## src/rtl/sobel_frame_ctrl_if.sv

```systemverilog
// Bundle between the Sobel frame controller and its environment: control,
// frame-memory read port, window output and result-memory write port.
interface sobel_frame_ctrl_if #(
  parameter int ADDR_W = 17
);
  logic              start;
  logic              busy;
  logic              done;
  logic              rd_en;
  logic [ADDR_W-1:0] rd_addr;
  logic [7:0]        rd_data;
  logic [7:0]        win0, win1, win2, win3, win4, win5, win6, win7, win8;
  logic              win_valid;
  logic [7:0]        res_in;
  logic              wr_en;
  logic [ADDR_W-1:0] wr_addr;
  logic [7:0]        wr_data;

  modport master (
    input  start, rd_data, res_in,
    output busy, done, rd_en, rd_addr,
           win0, win1, win2, win3, win4, win5, win6, win7, win8,
           win_valid, wr_en, wr_addr, wr_data
  );

  modport slave (
    output start, rd_data, res_in,
    input  busy, done, rd_en, rd_addr,
           win0, win1, win2, win3, win4, win5, win6, win7, win8,
           win_valid, wr_en, wr_addr, wr_data
  );
endinterface

```

## src/rtl/sobel_frame_ctrl.sv

```systemverilog
// Full-frame Sobel sequencer: streams 3x3 windows from the frame memory to the
// datapath and writes the delayed datapath results to the result memory.
module sobel_frame_ctrl #(
  parameter int H      = 391,
  parameter int W      = 317,
  parameter int ADDR_W = 17,
  parameter int LAT    = 2
) (
  input  logic               clk,
  input  logic               rstn,
  sobel_frame_ctrl_if.master bus
);

  localparam int CW = $clog2(W);
  localparam int RW = $clog2(H);
  localparam logic [ADDR_W-1:0] W1_A = ADDR_W'(W);
  localparam logic [ADDR_W-1:0] W2_A = ADDR_W'(2 * W);

  typedef enum logic [1:0] {IDLE, FETCH, DRAIN, FIN} state_t;

  state_t            state, state_nx;
  logic [RW-1:0]     row;
  logic [CW-1:0]     col, col_d;
  logic [1:0]        k, k_d;
  logic [ADDR_W-1:0] base, rd_addr, res_cnt;
  logic              rd_vld_d, win_valid;
  logic [7:0]        colbuf [2];
  logic [7:0]        win    [9];
  logic [LAT-1:0]    vsr, vsr_early;
  logic              last_rd, pending, busy, done, rd_en;

  assign last_rd = (row == RW'(H - 3)) && (col == CW'(W - 1)) && (k == 2'd2);

  always_ff @(posedge clk or negedge rstn) begin
    if (!rstn) state <= IDLE;
    else       state <= state_nx;
  end

  always_comb begin
    state_nx  = state;
    busy      = 1'b0;
    done      = 1'b0;
    rd_en     = 1'b0;
    rd_addr   = '0;
    // Anything still in flight other than the write happening this cycle.
    vsr_early = vsr;
    vsr_early[LAT-1] = 1'b0;
    pending   = rd_vld_d | win_valid | (|vsr_early);
    case (state)
      IDLE:  if (bus.start) state_nx = FETCH;
      FETCH: begin
        busy  = 1'b1;
        rd_en = 1'b1;
        case (k)
          2'd0:    rd_addr = base;
          2'd1:    rd_addr = base + W1_A;
          default: rd_addr = base + W2_A;
        endcase
        if (last_rd) state_nx = DRAIN;
      end
      DRAIN: begin
        busy = 1'b1;
        if (!pending) state_nx = FIN;
      end
      FIN: begin
        done     = 1'b1;
        state_nx = IDLE;
      end
      default: state_nx = IDLE;
    endcase
  end

  always_ff @(posedge clk or negedge rstn) begin
    if (!rstn) begin
      row       <= '0;
      col       <= '0;
      k         <= '0;
      base      <= '0;
      rd_vld_d  <= 1'b0;
      k_d       <= '0;
      col_d     <= '0;
      win_valid <= 1'b0;
      vsr       <= '0;
      res_cnt   <= '0;
      colbuf[0] <= '0;
      colbuf[1] <= '0;
      for (int unsigned i = 0; i < 9; i++) win[i] <= '0;
    end else begin
      if (state == IDLE && bus.start) begin
        row     <= '0;
        col     <= '0;
        k       <= '0;
        base    <= '0;
        res_cnt <= '0;
      end else if (state == FETCH) begin
        // base tracks row*W + col, so a row wrap is just another increment.
        if (k == 2'd2) begin
          k    <= '0;
          base <= base + 1'b1;
          if (col == CW'(W - 1)) begin
            col <= '0;
            row <= row + 1'b1;
          end else begin
            col <= col + 1'b1;
          end
        end else begin
          k <= k + 1'b1;
        end
      end

      rd_vld_d <= (state == FETCH);
      k_d      <= k;
      col_d    <= col;

      if (rd_vld_d) begin
        if (k_d != 2'd2) begin
          colbuf[k_d[0]] <= bus.rd_data;
        end else begin
          for (int unsigned i = 0; i < 3; i++) begin
            win[3*i]   <= win[3*i+1];
            win[3*i+1] <= win[3*i+2];
          end
          win[2] <= colbuf[0];
          win[5] <= colbuf[1];
          win[8] <= bus.rd_data;
        end
      end

      win_valid <= rd_vld_d && (k_d == 2'd2) && (col_d >= CW'(2));
      vsr       <= (vsr << 1) | LAT'(win_valid);
      if (vsr[LAT-1]) res_cnt <= res_cnt + 1'b1;
    end
  end

  assign bus.busy      = busy;
  assign bus.done      = done;
  assign bus.rd_en     = rd_en;
  assign bus.rd_addr   = rd_addr;
  assign bus.win0      = win[0];
  assign bus.win1      = win[1];
  assign bus.win2      = win[2];
  assign bus.win3      = win[3];
  assign bus.win4      = win[4];
  assign bus.win5      = win[5];
  assign bus.win6      = win[6];
  assign bus.win7      = win[7];
  assign bus.win8      = win[8];
  assign bus.win_valid = win_valid;
  assign bus.wr_en     = vsr[LAT-1];
  assign bus.wr_addr   = res_cnt;
  assign bus.wr_data   = vsr[LAT-1] ? bus.res_in : '0;

endmodule

```

## src/flat_wrapper.sv

```systemverilog
// flat-port wrapper written by rule: the top's interface ports become plain ports
module sobel_frame_ctrl_flat 
#(
  parameter int H      = 391,
  parameter int W      = 317,
  parameter int ADDR_W = 17,
  parameter int LAT    = 2
)
  (clk, rstn, bus_start, bus_rd_data, bus_res_in, bus_busy, bus_done, bus_rd_en, bus_rd_addr, bus_win0, bus_win1, bus_win2, bus_win3, bus_win4, bus_win5, bus_win6, bus_win7, bus_win8, bus_win_valid, bus_wr_en, bus_wr_addr, bus_wr_data);
  sobel_frame_ctrl_if #(.ADDR_W(ADDR_W)) bus_i ();
  input  logic clk;
  input  logic rstn;
  input wire logic [$bits(bus_i.start)-1:0] bus_start;
  input wire logic [$bits(bus_i.rd_data)-1:0] bus_rd_data;
  input wire logic [$bits(bus_i.res_in)-1:0] bus_res_in;
  output wire logic [$bits(bus_i.busy)-1:0] bus_busy;
  output wire logic [$bits(bus_i.done)-1:0] bus_done;
  output wire logic [$bits(bus_i.rd_en)-1:0] bus_rd_en;
  output wire logic [$bits(bus_i.rd_addr)-1:0] bus_rd_addr;
  output wire logic [$bits(bus_i.win0)-1:0] bus_win0;
  output wire logic [$bits(bus_i.win1)-1:0] bus_win1;
  output wire logic [$bits(bus_i.win2)-1:0] bus_win2;
  output wire logic [$bits(bus_i.win3)-1:0] bus_win3;
  output wire logic [$bits(bus_i.win4)-1:0] bus_win4;
  output wire logic [$bits(bus_i.win5)-1:0] bus_win5;
  output wire logic [$bits(bus_i.win6)-1:0] bus_win6;
  output wire logic [$bits(bus_i.win7)-1:0] bus_win7;
  output wire logic [$bits(bus_i.win8)-1:0] bus_win8;
  output wire logic [$bits(bus_i.win_valid)-1:0] bus_win_valid;
  output wire logic [$bits(bus_i.wr_en)-1:0] bus_wr_en;
  output wire logic [$bits(bus_i.wr_addr)-1:0] bus_wr_addr;
  output wire logic [$bits(bus_i.wr_data)-1:0] bus_wr_data;
  assign bus_i.start = bus_start;
  assign bus_i.rd_data = bus_rd_data;
  assign bus_i.res_in = bus_res_in;
  assign bus_busy = bus_i.busy;
  assign bus_done = bus_i.done;
  assign bus_rd_en = bus_i.rd_en;
  assign bus_rd_addr = bus_i.rd_addr;
  assign bus_win0 = bus_i.win0;
  assign bus_win1 = bus_i.win1;
  assign bus_win2 = bus_i.win2;
  assign bus_win3 = bus_i.win3;
  assign bus_win4 = bus_i.win4;
  assign bus_win5 = bus_i.win5;
  assign bus_win6 = bus_i.win6;
  assign bus_win7 = bus_i.win7;
  assign bus_win8 = bus_i.win8;
  assign bus_win_valid = bus_i.win_valid;
  assign bus_wr_en = bus_i.wr_en;
  assign bus_wr_addr = bus_i.wr_addr;
  assign bus_wr_data = bus_i.wr_data;
  sobel_frame_ctrl #(.H(H), .W(W), .ADDR_W(ADDR_W), .LAT(LAT)) u_core (.clk(clk), .rstn(rstn), .bus(bus_i));
endmodule
```

## config.mk

```make
export PLATFORM = sky130hd
export DESIGN_NAME = sobel_frame_ctrl_flat
export DESIGN_NICKNAME = d
export VERILOG_FILES = /design/src/rtl/sobel_frame_ctrl_if.sv /design/src/rtl/sobel_frame_ctrl.sv /design/src/flat_wrapper.sv
export SDC_FILE = /design/constraint.sdc
export NUM_CORES = 1
export LEC_CHECK = 0
export ABC_AREA = 0
export BUFFER_PORTS_ARGS = -buffer_cell sky130_fd_sc_hd__buf_2
export CAP_MARGIN = 20
export CORE_MARGIN = 3
export CORE_UTILIZATION = 32
export CTS_CLUSTER_SIZE = 10
export DETAILED_ROUTE_END_ITERATION = 10
export GPL_ROUTABILITY_DRIVEN = 1
export HOLD_SLACK_MARGIN = 0.05
export PLACE_DENSITY = 0.63
export SLEW_MARGIN = 20
export SYNTH_ARGS = -nofsm -noshare
export SYNTH_HDL_FRONTEND = slang
export SYNTH_SLANG_ARGS = --single-unit
```

## constraint.sdc

```tcl
create_clock -name clk -period 3 [get_ports clk]
set_input_delay 0.75 -clock clk [delete_from_list [all_inputs] [get_ports clk]]
set_output_delay 0.75 -clock clk [all_outputs]
set_load 0.05 [all_outputs]
```

=== Word-level counts from Yosys, hierarchy flattened ===
Index checks and enable logic that the tools add are counted.

* Add/subtract/negate cells: 7
* Order comparisons: 3
* Eq/ne operators: 12
* Multiplexer cells: 29
* Bitwise logic cells: 5
* Reduce and logical (&&, ||, !) cells: 18

{| class="wikitable"
|+ Operators with widths
! kind !! count
|-
| 2-to-1 mux 17 bit || 6
|-
| 2-to-1 mux 9 bit || 8
|-
| adder 17 x 1 -> 17 bit (second input constant) || 2
|-
| one-hot mux 17 bit (2 select lines) || 1
|-
| adder 9 x 1 -> 9 bit (second input constant) || 2
|-
| == test 9 bit (second input constant) || 2
|-
| adder 17 x 10 -> 17 bit (second input constant) || 1
|-
| adder 17 x 9 -> 17 bit (second input constant) || 1
|-
| bitwise mux 16 bit || 1
|-
| 2-to-1 mux 8 bit || 2
|-
| 2-to-1 mux 2 bit || 6
|-
| >= comparator 9 x 2 -> 1 bit (second input constant) || 1
|-
| demux 8 bit (select 1 bit) || 1
|-
| == test 2 bit (second input constant) || 4
|-
| one-hot mux 2 bit (4 select lines) || 1
|-
| nonzero test 2 bit || 4
|-
| logical AND 1 bit || 6
|-
| != test 2 bit (second input constant) || 3
|-
| AND reduction 2 bit || 3
|-
| AND reduction 3 bit || 2
|-
| == test 2 x 1 -> 1 bit (second input constant) || 2
|-
| logical NOT 2 bit || 2
|-
| 2-to-1 mux 1 bit || 3
|-
| adder 2 x 1 -> 2 bit (second input constant) || 1
|-
| 8 further kinds || 9
|}

* Register bits: 159
* Bits of input ports: 19
* Output and inout port bits: 119
* Logic and storage cells: 96

=== Logic depth before layout (Yosys ltp) ===
* Depth in word-level cells: 6
* Depth in mapped cells: 8
* Depth with buffers taken out: 7

=== Worst setup path before layout ===
No wires, ideal clock.

* Path kind: flip-flop to output port
* Start: register u_core.base[1]
* End: output bus_rd_addr[16]
* Data arrival time: 2.321 ns
* Data required time: 2.250 ns
* Setup slack: -0.071 ns
* Stages on the path, launching flop included: 7
* Buffers on the path: 0
* Cells stage by stage: dfrtp_1 ha_1 nor2_1 a211oi_1 nor2_1 or3_1 a21boi_1

* Longest elaborated chain between the ends: 3
* Elaborated cells between the ends (all ways): 4
* Those cells by class: add/sub (2); mux (2)

{| class="wikitable"
|+ RTL lines
! item !! line !! text
|-
| start: declaration || sobel_frame_ctrl.sv:25 || <nowiki>logic [ADDR_W-1:0] base, rd_addr, res_cnt;</nowiki>
|-
| start signal: assignment || sobel_frame_ctrl.sv:99 || <nowiki>base <= base + 1'b1;</nowiki>
|-
| adder 17 x 10 -> 17 bit or adder 17 x 9 -> 17 bit (tied branches) || sobel_frame_ctrl.sv:57, sobel_frame_ctrl.sv:56 ||
|-
| one-hot mux 17 bit (2 select lines) (*) || sobel_frame_ctrl.sv:54 || <nowiki>case (k)</nowiki>
|-
| 2-to-1 mux 17 bit (*) || sobel_frame_ctrl.sv:49 || <nowiki>case (state)</nowiki>
|-
| end: declaration || flat_wrapper.sv:19 || <nowiki>output wire logic [$bits(bus_i.rd_addr)-1:0] bus_rd_addr;</nowiki>
|}

Mark *: on every way between the ends. The rest lies on a longest branch, timed or not.

=== Worst setup path after layout ===
* Start: register u_core.base[5]
* End: output bus_rd_addr[6]

Same word-level chain as after synthesis.

==> impl_metrics.tcl <==
set metrics [dict create \
    synthMuxAreaShare_pct 15.23 \
    total_power_uw 4754 \
    ys_types 53 \
    grt_start_max_net_pins 74 \
    cp-end-kind "primary output" \
    cap_violations 0 \
    remaining_drc_errors 0 \
    die_h_um 155.9 \
    syn_area_per_cell_um2 11.76 \
    htreeDepth 4 \
    hpwl_um 10850 \
    fmax_mhz 328.8 \
    dpl-instance-area_mm2 0.008283 \
    violations "setup timing" \
    cts_buffers 17 \
    grt_pass1_wl_um 26010 \
    die_w_um 155.9 \
    hold_viol 0 \
    fillers 2107 \
    synthXorXnorAreaFrac_pct 5.843 \
    synthesis.area_mm2 0.007194 \
    setup.worst_path.class "flop to primary output" \
    finalSetupViolations 2 \
    core_mm2 0.02196 \
    synth_edf_count 0 \
    place_inst 1015 \
    p_leak_uw 0.004022 \
    setup_tns_ns -0.06372 \
    io_pins 138 \
    cp_max_fo 5 \
    cp.required_ns 2.25 \
    clk_latency_ns 0.43 \
    synth_top_family_by_area "multiplexers" \
    path_clk_slew_ns 0.07 \
    grt_usage_pct 13.02 \
    outcome "complete, but fails checks" \
    async_flop_share_pct 100.0 \
    antenna_cells 0 \
    synthAdderAreaFrac_pct 2.261 \
    critPathArrivalTime_ns 2.29 \
    skew_ns 0.009584 \
    fin_nets 793 \
    tightest_slew_ns 0.8537 \
    grt_remaining_overflow 0 \
    instances_no_fill 1054 \
    yosysSeqAreaShare_pct 54.96 \
    hold_path.class "input pin to async pin" \
    final_common_cell "dfrtp_1" \
    grt_pass1_vias 5035 \
    synth_fp_nets 644 \
    start_kind "flop" \
    drive_gt1_share_pct 29.72 \
    post-route-period-util_pct 101.4 \
    synth_seq_cells 158 \
    finalInstanceArea_mm2 0.009105 \
    maxSlewViolCount 0 \
    die-area_mm2 0.02432 \
    synth_ff_type "dfrtp_1" \
    cellPowerDensity_mw_per_mm2 522.2 \
    first_pass_iters 5 \
    rsz0062_at_grt "yes" \
    cts_buffer_depth 2 \
    syn2layout_area_growth_pct 26.56 \
    final_cell_mix "dfrtp_1, buf_2, mux2_1" \
    vdd_drop_max_mv 0.2914 \
    synthSimpleGateAreaFrac_pct 13.86 \
    fin_ws_ns -0.04166 \
    wl_um 15730 \
    yosysWarnings 0 \
    antenna_left 0 \
    max_slew_margin_pct 42.60 \
    hold_buffers 0 \
    portBuffers 137 \
    finalCriticalPeriod_ns 3.042 \
    synth_compound_area_share_pct 5.635 \
    clock-root-buffer "clkbuf_16" \
    initial_core_util_pct 32.76 \
    synth_cells 612 \
    clock-sinks 158 \
    cts_tree "done" \
    vias_per_cell 4.800 \
    drt-initial-drc-count 231 \
    gp_congestion 0.8237 \
    antenna_found_initial 0 \
    fp-row-count 54 \
    vias 5059 \
    wl_per_cell_um 14.93 \
]
-- critical path, cell delays in order, from the launching register on --
cell,delay (ns)
dfrtp_2,0.47
or4_4,0.55
o21a_1,0.18
a31oi_1,0.17
xnor2_1,0.17
and2_1,0.17
buf_6,0.16
-- cells in the mapped netlist, types with 2 or more instances --
cell	count	area [um2]
and4_1	2	17.52
o21a_1	4	30.03
a32oi_1	2	17.52
dfrtp_1	158	3954
xor2_1	23	201.4
nand4_1	14	87.58
o21ai_0	2	10.01
a31oi_1	2	12.51
a21boi_1	2	15.01
nand3b_1	3	22.52
a21oi_1	10	50.05
ha_1	13	162.7
nor2_1	42	157.7
nor3_1	9	45.04
inv_1	8	30.03
nand2b_1	6	37.54
clkbuf_1	29	108.9
a211oi_1	5	37.54
nand3_1	18	90.09
xnor2_1	25	219.0
nor4_1	6	37.54
nor2b_1	4	25.02
buf_1	2	7.510
mux2i_1	9	90.09
and3_1	4	25.02
o21ai_1	16	80.08
or3_1	3	18.77
and2_1	22	137.6
o31ai_1	5	37.54
nand2_1	49	183.9
or4_1	2	15.01
mux2_1	88	991.0
o211ai_1	5	37.54
-- final timing paths --
path | cells after the start | endpoint | slack [ns] | start
setup / recovery | 6 | bus_rd_addr[6] | -0.04 | u_core.base[5]
hold / removal | 1 | u_core.bus.win3[4] | 0.31 | rstn
setup reg to reg | 8 | u_core.row[8] | 0.38 | u_core.col[0]
hold reg to reg | 0 | u_core.vsr[0] | 0.43 | u_core.bus.win_valid
max in group asynchronous | 2 | u_core.colbuf[9] | 1.84 | rstn
min in group clk | 0 | u_core.vsr[0] | 0.43 | u_core.bus.win_valid
-- per-stage QoR --
step | hold WS [ns] | setup WS [ns] | utilization, %
after floorplan | 0.3519 | 0.1965 | -
after global placement | 0.4168 | 0.1499 | 37.72
after detailed placement | 0.3957 | 0.1329 | 37.72
after CTS | 0.3344 | -0.03550 | 41.22
after global routing | 0.3474 | -0.1168 | 41.46
final | 0.3080 | -0.04166 | 41.46
-- flip-flops by register name, summed over array words and instances (netlist names), 2 cells and up --
register / cells
u_core.base: 17
u_core.bus.win0: 8
u_core.bus.win1: 8
u_core.bus.win2: 8
u_core.bus.win3: 8
u_core.bus.win4: 8
u_core.bus.win5: 8
u_core.bus.win6: 8
u_core.bus.win7: 8
u_core.bus.win8: 8
u_core.bus.wr_addr: 17
u_core.col: 9
u_core.col_d: 8
u_core.colbuf: 16
u_core.k: 2
u_core.k_d: 2
u_core.row: 9
u_core.state: 2
u_core.vsr: 2
-- report_power, final --
part	internal, uW	switching (uW)	total, uW	leakage (uW)
combinational	83.7	286	369	0.00185
sequential	2190	37.6	2230	0.00187
clock	1130	1020	2160	0.000298
total	3410	1350	4750	0.00402
-- area by class of cell --
class | count | area [um2] | area share [%]
Sequential cell | 158 | 3964 | 43.53
Tap cell | 280 | 350.3 | 3.848
Clock buffer | 17 | 425.4 | 4.672
Timing Repair Buffer | 162 | 963.4 | 10.58
Multi-Input combinational cell | 412 | 3171 | 34.82
Clock inverter | 15 | 191.4 | 2.103
Inverter | 10 | 40.04 | 0.4397
-- timing repair --
item | 4_1_cts | 5_1_grt
setup endpoints to repair | 13 | 13
pin swaps | 5 | 10
resized for setup | 31 | 16
buffers inserted | 7 | 0
-- metal layers --
metal	wire, um	track usage [%]
met5	0	0
met4	168	3.490
met3	779	3.024
met2	7109	20.31
met1	7675	18.31
-- kinds of logic after synthesis --
logic type	after synthesis
AO/OA/AOI/OAI	60
XOR/XNOR	48
multiplexers	98
flip-flops	158
buffers and inverters	42
adder cells (fa/ha/maj)	13
AND/OR/NAND/NOR	193
No activity file was read; power rests on OpenSTA's default activity.
